`src/rtl/arm_pkg.sv`:
```
`default_nettype none
// ---------------------------------------------------------------------------
// arm_pkg : shared scoreboard types, select constants and default sizes
// Rev 1.0
// ---------------------------------------------------------------------------
package arm_pkg;

  localparam int SB_NUM_REGS = 16;
  localparam int SB_REG_W    = $clog2(SB_NUM_REGS);
  localparam int SB_DEPTH    = 3;
  localparam int FWD_RF      = 0;

  typedef struct packed {
    logic                valid;
    logic [SB_REG_W-1:0] dest;
    logic                load;
  } sb_entry_t;

endpackage
`default_nettype wire

```
`src/rtl/sb_pending_counter.sv`:
```
`default_nettype none
// ---------------------------------------------------------------------------
// sb_pending_counter : in-flight write count for one architectural register
// Rev 1.0
// ---------------------------------------------------------------------------
module sb_pending_counter #(
  parameter int DEPTH = 3,
  parameter int CNT_W = 2
) (
  input  logic             clk,
  input  logic             rst,
  input  logic             inc,
  input  logic             dec_retire,
  input  logic [CNT_W-1:0] dec_kill,
  output logic [CNT_W-1:0] count
);

  // One spare bit so the bound checks see the true value instead of a wrap.
  logic [CNT_W:0] up;
  logic [CNT_W:0] down;

  assign up   = {1'b0, count} + {{CNT_W{1'b0}}, inc};
  assign down = {1'b0, dec_kill} + {{CNT_W{1'b0}}, dec_retire};

  always_ff @(posedge clk) begin
    if (!rst) begin
      count <= '0;
    end else begin
      count <= CNT_W'(up - down);
    end
  end

`ifndef SYNTHESIS
  a_no_underflow: assert property (@(posedge clk) disable iff (!rst) up >= down);
  a_no_overflow:  assert property (@(posedge clk) disable iff (!rst)
                                   (up - down) <= (CNT_W+1)'(DEPTH));
`endif

endmodule
`default_nettype wire

```
`src/rtl/reg_scoreboard.sv`:
```
`default_nettype none
// ---------------------------------------------------------------------------
// reg_scoreboard : register-hazard scoreboard, IF/ID stall and forward selects
// Optional feature macro: FORWARDING_EN (stall only on load-use, drive selects)
// Rev 1.0
// ---------------------------------------------------------------------------
module reg_scoreboard
  import arm_pkg::*;
#(
  parameter int NUM_REGS = SB_NUM_REGS,
  parameter int REG_W    = SB_REG_W,
  parameter int DEPTH    = SB_DEPTH,
  parameter int CNT_W    = $clog2(DEPTH + 1),
  parameter int SEL_W    = $clog2(DEPTH + 1)
) (
  input  logic             clk,
  input  logic             rst,
  input  logic             issue_valid,
  input  logic             issue_wb_en,
  input  logic             issue_load,
  input  logic [REG_W-1:0] issue_dest,
  input  logic             src1_valid,
  input  logic [REG_W-1:0] src1,
  input  logic             src2_valid,
  input  logic [REG_W-1:0] src2,
  input  logic [DEPTH-1:0] flush_mask,
  output logic             stall,
  output logic [SEL_W-1:0] fwd_sel1,
  output logic [SEL_W-1:0] fwd_sel2,
  output logic             busy
);

  sb_entry_t                      stage [DEPTH];
  logic [NUM_REGS-1:0][CNT_W-1:0] cnt;
  logic [NUM_REGS-1:0]            inc;
  logic [NUM_REGS-1:0]            dec_retire;
  logic [NUM_REGS-1:0][CNT_W-1:0] dec_kill;
  logic                           accept;

  assign accept = issue_valid & issue_wb_en & ~stall & ~flush_mask[0];
  assign busy   = |cnt;

`ifdef FORWARDING_EN
  logic [SEL_W-1:0] sel1;
  logic [SEL_W-1:0] sel2;
  logic             load1;
  logic             load2;

  // Scan oldest to youngest so the youngest producer overwrites the result.
  always_comb begin
    sel1  = SEL_W'(FWD_RF);
    sel2  = SEL_W'(FWD_RF);
    load1 = 1'b0;
    load2 = 1'b0;
    for (int k = DEPTH - 1; k >= 0; k--) begin
      if (src1_valid && stage[k].valid && stage[k].dest == src1) begin
        sel1  = SEL_W'(k + 1);
        load1 = stage[k].load;
      end
      if (src2_valid && stage[k].valid && stage[k].dest == src2) begin
        sel2  = SEL_W'(k + 1);
        load2 = stage[k].load;
      end
    end
  end

  assign stall    = (sel1 == SEL_W'(1) && load1) || (sel2 == SEL_W'(1) && load2);
  assign fwd_sel1 = sel1;
  assign fwd_sel2 = sel2;
`else
  assign stall    = (src1_valid && cnt[src1] != '0) || (src2_valid && cnt[src2] != '0);
  assign fwd_sel1 = SEL_W'(FWD_RF);
  assign fwd_sel2 = SEL_W'(FWD_RF);
`endif

  always_ff @(posedge clk) begin
    if (!rst) begin
      for (int k = 0; k < DEPTH; k++) begin
        stage[k] <= '0;
      end
    end else begin
      stage[0] <= accept ? sb_entry_t'{valid: 1'b1, dest: issue_dest, load: issue_load} : '0;
      for (int k = 1; k < DEPTH; k++) begin
        stage[k] <= flush_mask[k-1] ? '0 : stage[k-1];
      end
    end
  end

  // A killed entry in the last stage counts as a kill, never also as a retire.
  always_comb begin
    inc        = '0;
    dec_retire = '0;
    dec_kill   = '0;
    for (int r = 0; r < NUM_REGS; r++) begin
      inc[r]        = accept && issue_dest == REG_W'(r);
      dec_retire[r] = stage[DEPTH-1].valid && !flush_mask[DEPTH-1]
                      && stage[DEPTH-1].dest == REG_W'(r);
      for (int k = 0; k < DEPTH; k++) begin
        if (flush_mask[k] && stage[k].valid && stage[k].dest == REG_W'(r)) begin
          dec_kill[r] = dec_kill[r] + CNT_W'(1);
        end
      end
    end
  end

  for (genvar r = 0; r < NUM_REGS; r++) begin : g_cnt
    sb_pending_counter #(
      .DEPTH (DEPTH),
      .CNT_W (CNT_W)
    ) u_cnt (
      .clk        (clk),
      .rst        (rst),
      .inc        (inc[r]),
      .dec_retire (dec_retire[r]),
      .dec_kill   (dec_kill[r]),
      .count      (cnt[r])
    );
  end

`ifndef SYNTHESIS
  logic [NUM_REGS-1:0][CNT_W-1:0] occ;

  always_comb begin
    occ = '0;
    for (int r = 0; r < NUM_REGS; r++) begin
      for (int k = 0; k < DEPTH; k++) begin
        if (stage[k].valid && stage[k].dest == REG_W'(r)) begin
          occ[r] = occ[r] + CNT_W'(1);
        end
      end
    end
  end

  a_cnt_matches_pipe: assert property (@(posedge clk) disable iff (!rst) occ == cnt);
`endif

endmodule
`default_nettype wire

```
`config.mk`:
```
export PLATFORM = sky130hd
export DESIGN_NAME = reg_scoreboard
export DESIGN_NICKNAME = d
export VERILOG_FILES = /design/src/rtl/arm_pkg.sv /design/src/rtl/sb_pending_counter.sv /design/src/rtl/reg_scoreboard.sv
export SDC_FILE = /design/constraint.sdc
export NUM_CORES = 1
export LEC_CHECK = 0
export BUFFER_PORTS_ARGS = -buffer_cell sky130_fd_sc_hd__buf_4
export CELL_PAD_IN_SITES_DETAIL_PLACEMENT = 0
export CELL_PAD_IN_SITES_GLOBAL_PLACEMENT = 1
export CORE_MARGIN = 1
export CORE_UTILIZATION = 51
export DETAILED_ROUTE_END_ITERATION = 12
export GPL_TIMING_DRIVEN = 0
export PLACE_DENSITY_LB_ADDON = 0.1
export SLEW_MARGIN = 20
export SYNTH_ARGS = -nofsm -noshare
export SYNTH_HDL_FRONTEND = slang
export SYNTH_SLANG_ARGS = --single-unit
```
`constraint.sdc`:
```
create_clock -name clk -period 7.9 [get_ports clk]
set_input_delay 0.79 -clock clk [delete_from_list [all_inputs] [get_ports clk]]
set_output_delay 0.79 -clock clk [all_outputs]
set_load 0.01 [all_outputs]
```
Word level (Yosys, flattened, before mapping)

Memory sizes are Yosys's and may differ from the RTL's.
Cells that the tools add are included.

Add/subtract/negate cells: 80
Bitwise logic cells: 8
Order comparisons: 2
Reductions and logical operators: 95
Equal/unequal tests: 60
Muxes and demuxes: 60

Operator list:

| cell                                                       | count |
|---|---|
| == test 4 bit, second input constant                       | 32 |
| logical AND 1 bit                                          | 86 |
| 2-to-1 mux 2 bit                                           | 34 |
| adder 2 x 1 -> 2 bit                                       | 32 |
| adder 2 x 1 -> 2 bit, second input constant                | 32 |
| == test 4 x 3 -> 1 bit, second input constant              | 16 |
| 2-to-1 mux 6 bit                                           | 6 |
| == test 4 x 2 -> 1 bit, second input constant              | 8 |
| OR reduction 32 bit                                        | 1 |
| subtractor 2 bit                                           | 16 |
| 2-to-1 mux 1 bit                                           | 18 |
| binary-select mux 2 bit (select 4 bit)                     | 2 |
| == test 4 x 1 -> 1 bit, second input constant              | 4 |
| logical NOT 4 bit                                          | 4 |
| less-than comparator 4 x 5 -> 1 bit, second input constant | 2 |
| nonzero test 2 bit                                         | 2 |
| AND 1 bit                                                  | 3 |
| OR 1 bit                                                   | 3 |
| NOT 1 bit                                                  | 2 |
| logical NOT 1 bit                                          | 1 |
| logical OR 1 bit                                           | 1 |

Bits in writable memories: 18
Bits in registers: 32
Input bits: 22
Memories: 1
Output and inout bits: 6

Memories:

| memory | depth | width | rd ports | clocked after Yosys merged registers in | wr ports | RTL line             | RTL |
|---|---|---|---|---|---|---|---|
| stage  | 3     | 6     | 3        | 0                                       | 3        | reg_scoreboard.sv:33 | `sb_entry_t stage [DEPTH];` |

Longest topological paths before layout

Gate-level depths: netlist of the first run.

Depth after elaboration: 11
Mapped depth: 13

Cells and area by module

Synthesis of the first run repeated with hierarchy kept, for this count alone.

Cell total of the unflattened synthesis: 517
Area, all modules: 4,287.9 um^2

Modules (own cells, without submodules):

| module             | cells an instance | instances | sequential area each (um^2) | area an instance (um^2) |
|---|---|---|---|---|
| reg_scoreboard     | 341               | 1         | 300.3                       | 2,386.0 |
| sb_pending_counter | 11                | 16        | 40.0                        | 118.9 |

Worst setup path after synthesis of the first run

No wires, ideal clock.

Kind: in2reg
Start point: input port flush_mask[0]
End point: register g_cnt[0].u_cnt.count[1]
Setup time: 115 ps
Data arrival time: 3,032 ps
Setup slack: 4,753 ps
Required time: 7,785 ps
Path buffers: 0
Cell stages on the path: 12
Cell sequence: nand2_1 > or3_1 > nor3_1 > ha_1 > xnor2_1 > fa_1 > inv_1 > ha_1 > xor2_1 > xnor2_1 > xnor2_1 > and2_1

Cells in the longest elaborated chain, start to end: 9

RTL lines:

| what                            | RTL line                 | RTL |
|---|---|---|
| from (decl)                     | reg_scoreboard.sv:26     | `input logic [DEPTH-1:0] flush_mask,` |
| logical AND 1 bit (2 in series) | reg_scoreboard.sv:99     | `if (flush_mask[k] && stage[k].valid && stage[k].dest == REG_W'(r)) begin` |
| 2-to-1 mux 1 bit                | reg_scoreboard.sv:99     |  |
| adder 2 x 1 -> 2 bit            | reg_scoreboard.sv:100    | `dec_kill[r] = dec_kill[r] + CNT_W'(1);` |
| 2-to-1 mux 2 bit                | reg_scoreboard.sv:99     |  |
| adder 2 x 1 -> 2 bit            | reg_scoreboard.sv:100    |  |
| 2-to-1 mux 2 bit                | reg_scoreboard.sv:99     |  |
| adder 2 x 1 -> 2 bit            | sb_pending_counter.sv:23 | `assign down = {1'b0, dec_kill} + {{CNT_W{1'b0}}, dec_retire};` |
| subtractor 2 bit *              | sb_pending_counter.sv:29 | `count <= CNT_W'(up - down);` |
| to (signal assigned)            | sb_pending_counter.sv:29 |  |
| to (decl)                       | sb_pending_counter.sv:15 | `output logic [CNT_W-1:0] count` |

Mark *: on every way between the ends. The rest lies on a longest branch, timed or not.
A chain may end at the register's enable or synchronous reset.

Worst setup path in the final report of the first run

Start point: input port src1[2]
End point: output port stall

Cells in the longest elaborated chain, start to end: 5

RTL lines:

| what                                   | RTL line             | RTL |
|---|---|---|
| from (decl)                            | reg_scoreboard.sv:23 | `input logic [REG_W-1:0] src1,` |
| binary-select mux 2 bit (select 4 bit) | reg_scoreboard.sv:71 | `assign stall = (src1_valid && cnt[src1] != '0) \|\| (src2_valid && cnt[src2] != '0);` |
| 2-to-1 mux 2 bit (not written as such) | reg_scoreboard.sv:71 |  |
| nonzero test 2 bit                     | reg_scoreboard.sv:71 |  |
| logical AND 1 bit                      | reg_scoreboard.sv:71 |  |
| logical OR 1 bit                       | reg_scoreboard.sv:71 |  |
| to (decl)                              | reg_scoreboard.sv:27 | `output logic stall,` |

Every way passes these cells. The select of a mux whose other input is x is not followed.

==> metrics.yaml, run 1 <==
synthesis:
  synthCells: 526
  synth_edf_count: 0
  yosysWarnings: 0
  synth_top_area_cell: "dfxtp_1"
  ys_top_cells_by_count: "inv_1, ha_1, dfxtp_1"
  synth-seq-cells: 47
  yosysTopAreaCellShare: 0.216
  yosysMostFrequentCell: "inv_1"
  yosysSeqAreaShare: 0.216
  netlist_area_um2: 4370
  ys_async_sr_fraction: 0
  syn_avg_cell_area_um2: 8.30
  synth_area_leaders: "dfxtp_1, ha_1, xnor2_1, fa_1, and2_1"
  ys_types: 36
  synth_flop_cell: "dfxtp_1"
layout:
  drive_above_1_share: 0.0930
  area_delta_synth_final_pct: 9.32
  final-seq-area_um2: 941
  finalInstanceArea_um2: 4770
  multi_input_area_um2: 3100
  n_antenna_cell: 0
  fillers: 803
  layout.nets: 644
clock_network:
  cts_setup_buffers: 0
  path_clk_slew_ps: 90
  cts.sinks: 47
  clk_latency_ps: 320
  hold_buffers: 0
  cts-root-buf: "clkbuf_8"
  cts_resized: 0
  cts_buffer_depth: 2
  cts_tree: "done"
  htree_num_levels: 2
  cts_buffers: 5
sta:
  hold_slack_ps: 497
  slew_viol_final: 0
  max_freq_mhz: 288
  worst_slew_pin_slew_ps: 858
  setup-tns-final_ps: 0
  min_period_ps: 3480
  slew_headroom: 0.423
  clock_skew_ps: 18.4
  finalCritPeriodShare: 0.440
  setup_viol: 0
  finalHoldViolCount: 0
  fin_ws_ps: 4420
  rsz0062_at_grt: "false"
floorplanning:
  die_h_um: 94.5
  die_area_um2: 8930
  fp.dieW_um: 94.5
  num_io_pins: 28
  rows: 33
  initial_core_util: 0.529
  core_um2: 8260
critical_path:
  cp.arrival_ps: 2690
  crit_start: "src1[2]"
  r2r_start: "stage[0][7]"
  reg2reg_slack_ps: 4800
  path_class: "in2out"
  cp-start-kind: "input port"
  endpoint_kind: "primary output"
  r2r_end: "g_cnt[13].u_cnt.count[1]"
  worstPathRequired_ps: 7110
  path_max_fanout: 10
  r2r_cells: 13
route:
  drt_iter0_drc: 167
  remaining_drc_errors: 0
  vias: 3531
  wirelength_um: 10900
  vias_per_cell: 5.32
  antenna_left: 0
  detail_route.first_pass.iterations: 5
  post_drt_wl_per_cell_um: 16.3
hold_path:
  hold_end: "stage[0][17]"
  hold_path_depth: 1
  hp-class: "reg2reg"
  hold_path_startpoint: "stage[0][11]"
global_route:
  grt_max_degree: 16
  grt_use_total: 0.269
  grt_pass1_wl_um: 17500
  overflow: 0
  antenna_found_initial: 0
  grt_pass1_vias: 3470
pwr:
  power_density_nw_per_um2: 94.0
  leakagePower_nw: 2.36
  ir_worst_vdd_uv: 62.4
placement:
  routabilityCongestion: 0.861
  post-dp-hpwl_um: 8860
  io_buffers: 22
  place_ws_ps: 4290
  dpl-instance-area_um2: 4670
status:
  status: "completed"
flow_run:
  drv_cap: 0
[power by group]
part / internal (mW) / switching (mW)
sequential: 0.238 / 0.00147
combinational: 0.0197 / 0.0261
clock: 0.0717 / 0.0915
[cell type report]
| type | count | share of cell area |
|---|---|---|
| tap | 105 | 0.0275 |
| buffer | 17 | 0.0178 |
| clock buffer | 6 | 0.0173 |
| clock inverter | 2 | 0.00341 |
| sequential | 47 | 0.197 |
| multi-input combinational | 397 | 0.649 |
| inverter | 68 | 0.0535 |
| timing repair buffer | 22 | 0.0346 |
[worst max-delay path, stage by stage]
cell and delay (ps):
buf_4 130, mux4_2 320, o21ai_1 60, nor4_1 750, buf_2 380, or2_1 140
buf_4 110
[cell families after synthesis]
kind of cell,synth area share
other,0.000859
xor gates and xnor gates,0.128
adders and majority gates,0.211
buffers and inverters,0.0780
and+or+nand+nor,0.284
DFF,0.216
muxes,0.0482
AOI/OAI and AO/OA,0.0341
[metal layers]
layer  vias to the layer above  global-route usage  routed length [um]
li1                       1762                   -                   -
met1                      1658               0.345                5010
met2                        85               0.447                4920
met3                        26              0.0395                 508
met4                         0               0.122                 424
met5                         -                   0                   0
[sequential cells by signal (all words and copies together), names as in the netlist]
register / flops
g_cnt.u_cnt.count: 32
stage: 15
[through the flow]
step / power (mW) / std cells / util
after global placement: 0.290 / 656 / 0.566
after CTS: 0.452 / 664 / 0.578
after floorplan: 0.268 / 529 / -
after detailed placement: 0.291 / 656 / 0.566
after global routing: 0.470 / 664 / 0.578
final: 0.449 / 664 / 0.578
[worst max-delay path by stage]
| stage | to | cells after the start |
|---|---|---|
| 2_1_floorplan | g_cnt[0].u_cnt.count[1] | 12 |
| 3_3_place_gp | g_cnt[13].u_cnt.count[1] | 14 |
| 6_report | stall | 7 |
| 5_1_grt | g_cnt[8].u_cnt.count[1] | 14 |
| 4_1_cts | stall | 7 |
| 3_5_place_dp | g_cnt[13].u_cnt.count[1] | 14 |
[cell usage in the layout, fill, tap and decap left out]
cell type	count
clkinv_4	1
o21ai_0	10
clkbuf_8	6
clkinvlp_4	1
nand2b_1	7
and2_1	42
fa_1	16
and4b_1	1
nor4_1	5
and4bb_2	1
inv_1	68
xor2_1	22
dfxtp_1	47
buf_4	26
nor2b_1	11
nand4_1	10
or2_2	1
xnor2_1	42
buf_2	5
nor4b_2	3
nor4b_1	2
ha_1	48
mux4_2	8
nor2_1	43
or2_1	17
conb_1	4
nor3_1	30
or4_1	1
nand4b_1	2
a31oi_1	1
or3_1	1
o31ai_1	7
nand3_1	16
nor3b_1	5
nand2_1	30
a21oi_1	7
mux2i_1	3
clkbuf_1	8
o21ai_1	1
Note: power is estimated with default switching activity, not from simulation.
==> run 2, diff against run 1 <==
Settings changed: CORE_UTILIZATION 51 to 43.
Clock period 7.9 ns to 3.1 ns, I/O delays scaled along.
==> run 2 against run 1 <==
Highest routed layer unchanged. Combinational power grew to 2.8 times the previous value. Total power grew to 2.9 times the previous value. Final cell count grew 4.5%. Count of clock-buffer cells in the layout is the same.
==> metrics.yaml, run 2 (synthesis results as in run 1) <==
critical_path:
  cp_slowest_stage_delay_ps: 500  # -250 ps
  cp-start-kind: "flop"
  crit_chain: "inv_1, nor3_2, nand3_1, inv_1, ha_1, xor2_1, fa_1, inv_1, ha_1, xor2_1, xnor2_1, xnor2_1, and2_1"
  critPathTopFamily: "adder cells"
  worstPathRequired_ps: 3310  # -3800 ps
  path_class: "reg2reg"
  crit_buf_inv: 3  # unchanged
  path_max_fanout: 4  # -6
  cp_common_cell: "inv_1"
  cp.arrival_ps: 3200  # +510 ps
  slowest_stage: "fa_1"
  endpoint_kind: "flop"
sta:
  finalHoldViolCount: 0  # unchanged
  setup-tns-final_ps: 0  # unchanged
  rsz0062_at_grt: "true"
  slew_viol_final: 0  # unchanged
  clock_skew_ps: 9.61  # -8.80 ps
  worst_slew_pin_slew_ps: 606  # -252 ps
  slew_headroom: 0.596  # +0.173
  max_freq_mhz: 334
  min_period_ps: 2990
  finalCritPeriodShare: 0.965
  hold_slack_ps: 310  # -188 ps
  setup_viol: 0  # unchanged
route:
  vias_per_cell: 5.06  # -4.9%
  vias: 3511  # -0.57%
  drt_iter0_drc: 101  # -40%
  wirelength_um: 11400  # +4.7%
  antenna_left: 0  # unchanged
  remaining_drc_errors: 0  # unchanged
  post_drt_wl_per_cell_um: 16.4  # +0.16%
  detail_route.first_pass.iterations: 4  # -1
pwr:
  p_comb_frac: 0.099  # -0.003
  power_frac_seq: 0.474  # -0.060
  p_switching_mw: 0.304  # +160%
  clock_power_share: 0.427  # +0.063
  switching_share: 0.236  # -0.0295
  ir_worst_vdd_uv: 182  # +190%
  p_int_mw: 0.984  # +200%
  power_density_nw_per_um2: 258  # +170%
  leakagePower_nw: 2.46  # +4.3%
  power_mw: 1.29  # +190%
placement:
  io_buffers: 22  # unchanged
  routabilityCongestion: 0.831  # -3.6%
  post-dp-hpwl_um: 9340  # +5.5%
  dpl-instance-area_um2: 4710  # +0.75%
flow_run:
  drv_cap: 0  # unchanged
floorplanning:
  fp.dieW_um: 103  # +8.7%
  die_area_um2: 10600  # +18%
  rows: 36  # +9.1%
  die_h_um: 103  # +8.7%
  core_um2: 9820  # +19%
  num_io_pins: 28  # unchanged
  initial_core_util: 0.445  # -0.0841
layout:
  largest_register: "g_cnt.u_cnt.count"
  drive_above_1_share: 0.135  # +0.0424
  layout.nets: 646  # +0.31%
  final_common_cell: "inv_1"
  fillers: 994  # +24%
  final_cell_mix: "inv_1, ha_1, dfxtp_1, nor2_1, and2_1"
  reg_top3: "g_cnt.u_cnt.count x32, stage x15"
  finalInstanceArea_um2: 4990  # +4.6%
  area_delta_synth_final_pct: 14.4
  n_antenna_cell: 0  # unchanged
  largest_reg_flops: 32  # unchanged
status:
  status: "completed"
global_route:
  grt_use_total: 0.232  # -0.0378
  overflow: 0  # unchanged
  grt_max_degree: 15  # -1
  grt_pass1_wl_um: 17700  # +0.83%
  antenna_found_initial: 0  # unchanged
  grt_pass1_vias: 3371  # -2.9%
clock_network:
  cts_buffer_depth: 2  # unchanged
  cts_tree: "done"
  cts.sinks: 47  # unchanged
  cts-root-buf: "clkbuf_8"
  clk_latency_ps: 310  # about the same
  path_clk_slew_ps: 90  # about the same
  cts_buffers: 5  # unchanged
  htree_num_levels: 2  # unchanged
hold_path:
  hp-class: "in2reg"
[run 2: cell types whose count changed in the layout (fill, tap and decap cells not counted), sizes merged]
cell | previous run | this run
bufinv | 0 | 2
buf | 31 | 33
clkinvlp | 1 | 0
clkinv | 1 | 0
[run 2: final cells by class]
cell class              instances  area, um2  area share
plain buffers                  17       87.6      0.0175
flip-flops and latches         47        941       0.188
clock inverters                 2       60.1      0.0120
clock buffers                   6       72.6      0.0145
inverters                      68        255      0.0511
repair buffers                 24        180      0.0361
well taps                     133        166      0.0333
multi-input cells             397       3230       0.647
[run 2: repair_timing]
action	in CTS	in global routing
hold buffers	0	0
resized for setup	2	27
setup buffers	0	2
pin swaps	0	1
setup endpoints to repair	17	16
cloned	0	0
[run 2: worst reg2reg max path, delay by kind of cell, from the launching register on]
kind	cells	cell delay [ps]
buffers and inverters	3	220
and+or+nand+nor	3	730
xor gates and xnor gates	4	610
DFF	1	410
adders and majority gates	3	940
[run 2: power by group through the flow]
stage	Sequential (mW)	Clock (mW)	Combinational [mW]
2_1_floorplan	0.623	0	0.0609
3_3_place_gp	0.624	0	0.116
3_5_place_dp	0.624	0	0.117
4_1_cts	0.610	0.563	0.120
5_1_grt	0.611	0.587	0.140
6_report	0.610	0.550	0.127
[run 2: final timing paths]
check                           slack [ps]                        to   startpoint  depth (start not counted)
worst max-delay path                   110  g_cnt[13].u_cnt.count[1]  stage[0][7]                         13
worst min-delay path                   310  g_cnt[11].u_cnt.count[1]          rst                          2
worst max register to register         110  g_cnt[13].u_cnt.count[1]  stage[0][7]                         13
worst min register to register         500              stage[0][11]  stage[0][5]                          1
[run 2: layer usage]
layer  up-vias  GRT usage  part of all wire
li1       1763          -                 -
met1      1681      0.305              0.48
met2        55      0.405              0.48
met3        12     0.0210             0.026
met4         0     0.0650             0.018
met5         -          0                 0
[run 2: per-stage QoR]
stage                     utilization  setup WS (ps)  std cells
after global placement          0.479           -129        684
after global routing            0.508          -95.5        694
after CTS                       0.494          -91.4        692
after floorplan                     -            418        529
after detailed placement        0.479           -200        684
final                           0.508            107        694
